===== src/rtl/bmc_decoder.sv =====
// Biphase-mark decoder: turns two 12-symbol BMC half-cell blocks into one 24-bit data word.
// A data bit is 1 when the two half-cells of a symbol differ. Cell boundaries are not checked.
module bmc_decoder (
  input  logic        clk,
  input  logic        rst,
  input  logic [23:0] i_block,
  input  logic        valid_in,
  output logic [23:0] o_block,
  output logic        valid_out
);

  // state      | meaning
  // PH_FIRST   | waiting for the first block of a pair
  // PH_SECOND  | first half-word held, waiting for the second block
  typedef enum logic {
    PH_FIRST  = 1'b0,
    PH_SECOND = 1'b1
  } phase_t;

  phase_t      phase;
  logic [11:0] held;
  logic [11:0] decoded;

  // Symbol k is {i_block[2k+1], i_block[2k]}; a mid-cell transition decodes to 1.
  always_comb begin
    decoded = '0;
    for (int k = 0; k < 12; k++) begin
      decoded[k] = i_block[2*k+1] ^ i_block[2*k];
    end
  end

  always_ff @(posedge clk) begin
    if (rst) begin
      phase     <= PH_FIRST;
      held      <= '0;
      o_block   <= '0;
      valid_out <= 1'b0;
    end else begin
      valid_out <= 1'b0;
      if (valid_in) begin
        case (phase)
          PH_FIRST: begin
            held  <= decoded;
            phase <= PH_SECOND;
          end
          PH_SECOND: begin
            o_block   <= {held, decoded};
            valid_out <= 1'b1;
            phase     <= PH_FIRST;
          end
          default: phase <= PH_FIRST;
        endcase
      end
    end
  end

endmodule


===== config.mk =====
export PLATFORM = sky130hd
export DESIGN_NAME = bmc_decoder
export DESIGN_NICKNAME = d
export VERILOG_FILES = /design/src/rtl/bmc_decoder.sv
export SDC_FILE = /design/constraint.sdc
export NUM_CORES = 1
export LEC_CHECK = 0
export ABC_AREA = 0
export CAP_MARGIN = 5
export CORE_UTILIZATION = 35
export DETAILED_ROUTE_END_ITERATION = 8
export GPL_TIMING_DRIVEN = 0
export PLACE_DENSITY = 0.65
export SLEW_MARGIN = 20
export SYNTH_ARGS = -nofsm -noshare
export SYNTH_HDL_FRONTEND = slang
export SYNTH_SLANG_ARGS = --single-unit

===== constraint.sdc =====
create_clock -name clk -period 1.6 [get_ports clk]
set_clock_uncertainty 0.15 [all_clocks]
set_input_delay 0.24 -clock clk [delete_from_list [all_inputs] [get_ports clk]]
set_output_delay 0.24 -clock clk [all_outputs]
set_load 0.05 [all_outputs]

==> results.ini <==
[outcome]
status=complete, no violations

[setup_path]
start_kind=flop
arrival_ns=1.17
required_ns=1.21
slowest_stage=dlygate4sd2_1
endpoint_kind=output port
path_max_fanout=2
crit_type=flop to output port
crit_chain=dlygate4sd2_1
cpPeakStageDelay_ns=0.54
cp_top_family=buffers and inverters
worst-path-buf-inv=1

[logic_synthesis]
yosys_warnings=0
synthArstFlopShare_pct=0
yosys-top-cells-area=dfxtp_1, nor2_1, nor3_1, xor2_1, nand2_1
ys_ff_latch=38
synth_cell_types=14
synthFlopType=dfxtp_1
syn_inst=176
avgSynthCellArea_um2=8.16
netlist_area_mm2=0.00144
synth_edf_count=0
syn_nets=203
synth_top_area_cell=dfxtp_1
yosysSeqAreaShare_pct=53.0
synth_top_area_share_pct=53.0

[layout]
final_nets=260
fillerInstances=389
regArea_um2=761
drive_gt1_share_pct=8.55
multi_input_area_um2=604
diodes=0
synthToLayoutAreaGrowth_pct=47.0

[sta]
rsz0062_at_grt=no
setup_viol=0
hold_violations=0
timing.final.crit_share_pct=97.7
fin_tns_setup_ns=0
relSlewSlack_pct=66.0
worstMarginPinSlew_ns=0.512
timing.fmax_ghz=0.640
setup_ws_ns=0.0368
slew_viol_final=0
fin_crit_ns=1.56

[floorplan]
boundaryPins=52
die_w_um=66.1
dieHeight_um=66.1
rows=22
dieArea_mm2=0.00436
initial_core_util_pct=37.8
core_mm2=0.00380

[grt]
grt_start_max_net_pins=13
antenna_found_initial=0
grt_pass1_wl_mm=5.33
first_global_vias=1169
grt_overflow=0
grt_usage_pct=16.6

[clocking]
htree_levels=2
cts_tree=done
cts_buffers=5
worstSkewPairLatency_ns=0.30
post-cts-setup-buffers=0
holdBufCountCts=0
clkSinkCount=38
cts-root-buf=clkbuf_8
clk_pin_slew_ns=0.07
max-clock-path-buffers=2

[placed_design]
gp_congestion=0.760
hpwl_mm=2.20
place_ws_ns=-0.0917
port_buffers=50

[routing]
num_vias=1302
detail-route-antenna-nets=0
drt_iter0_drc=48
wl_mm=3.19
avgRoutedWirePerCell_um=11.3
avgViaCountPerCell=4.62
drtPass1Iterations=4
remaining_drc_errors=0

[power]
p_leak_nw=0.928
power_mw=2.41
p_per_area_mw_per_mm2=1140
vdd_drop_max_mv=0.609

[flow_run]
cap_violations=0

[worst_hold_path]
holdCritPathClass=input port to flop

worst paths after layout:
| path | to | depth (start not counted) | from | slack [ns] |
|---|---|---|---|---|
| hold / removal | o_block[10]$_SDFFE_PP0P_ | 2 | rst | 0.10 |
| setup reg to reg | o_block[11]$_SDFFE_PP0P_ | 4 | phase$_SDFFE_PP0P_ | 0.33 |
| hold reg to reg | o_block[16]$_SDFFE_PP0P_ | 2 | held[4]$_SDFFE_PP0P_ | 0.30 |
| setup / recovery | o_block[3] | 1 | o_block[3]$_SDFFE_PP0P_ | 0.04 |
power by group:
group / leakage (nW) / switching [mW] / internal, mW
logic: 0.546 / 0.219 / 0.145
registers: 0.311 / 0.0251 / 0.999
clock network: 0.0714 / 0.352 / 0.665
total: 0.928 / 0.596 / 1.81
state kept, by name (all words and copies together), names as in the netlist:
register   flops
o_block       24
held          12
phase          1
valid_out      1
layer usage:
metal	wire length [um]	vias to the layer above	global-route usage, %	share of wire (%)
met2	1430	40	25.3	45
met4	43	0	10.1	1.3
met3	191	6	4.66	6.0
met5	0	-	0	0
met1	1530	578	20.7	48
li1	-	678	-	-
final cells by class:
class / instances / area share, %
plain buffers: 11 / 3.38
clock buffers: 6 / 3.91
clock inverters: 2 / 2.85
multi-input cells: 127 / 28.6
flip-flops and latches: 38 / 36.0
well taps: 48 / 2.85
repair buffers: 50 / 22.3
cells in the mapped netlist, types with 2 or more instances:
master	number
nor2_1	49
dfxtp_1	38
nand2_1	25
nor3_1	22
a21oi_1	13
xor2_1	12
buf_2	6
buf_4	2
buf_6	2
nand2b_1	2
nor3_2	2
cell usage in the layout, fill, tap and decap left out:
master           instances
clkbuf_8                 6
xor2_1                  12
clkdlybuf4s50_1         25
nand2b_1                 2
dfxtp_1                 38
nor3_2                   2
nor3_1                  22
bufinv_16                2
dlygate4sd2_1           23
nand2_1                 25
clkdlybuf4s15_1          2
a21oi_1                 13
buf_2                    6
buf_4                    2
clkbuf_1                 1
buf_6                    2
and2_1                   1
nor2_1                  49
and2b_1                  1
per-stage QoR:
| step | std cells | util (%) | instance area (um2) | hold slack (ns) |
|---|---|---|---|---|
| global placement | 274 | 52.6 | 2000 | 0.293 |
| global route | 282 | 55.6 | 2110 | 0.109 |
| floorplan | 176 | - | 1440 | 0.272 |
| detailed placement | 274 | 52.6 | 2000 | 0.297 |
| finish | 282 | 55.6 | 2110 | 0.102 |
| CTS | 282 | 55.5 | 2110 | 0.102 |
cells by family after synthesis:
family / Yosys count / synth area share [%]
and+or+nand+nor: 102 / 30.2
DFF: 38 / 53.0
AOI/OAI and AO/OA: 13 / 4.53
xor gates and xnor gates: 12 / 7.32
buffers and inverters: 11 / 4.96
what timing repair did:
action	in CTS	in global routing
resized for setup	25	2
gates cloned	0	0
setup endpoints to repair	25	2
pin swaps	0	0
Power figures use the tool's default switching activity.
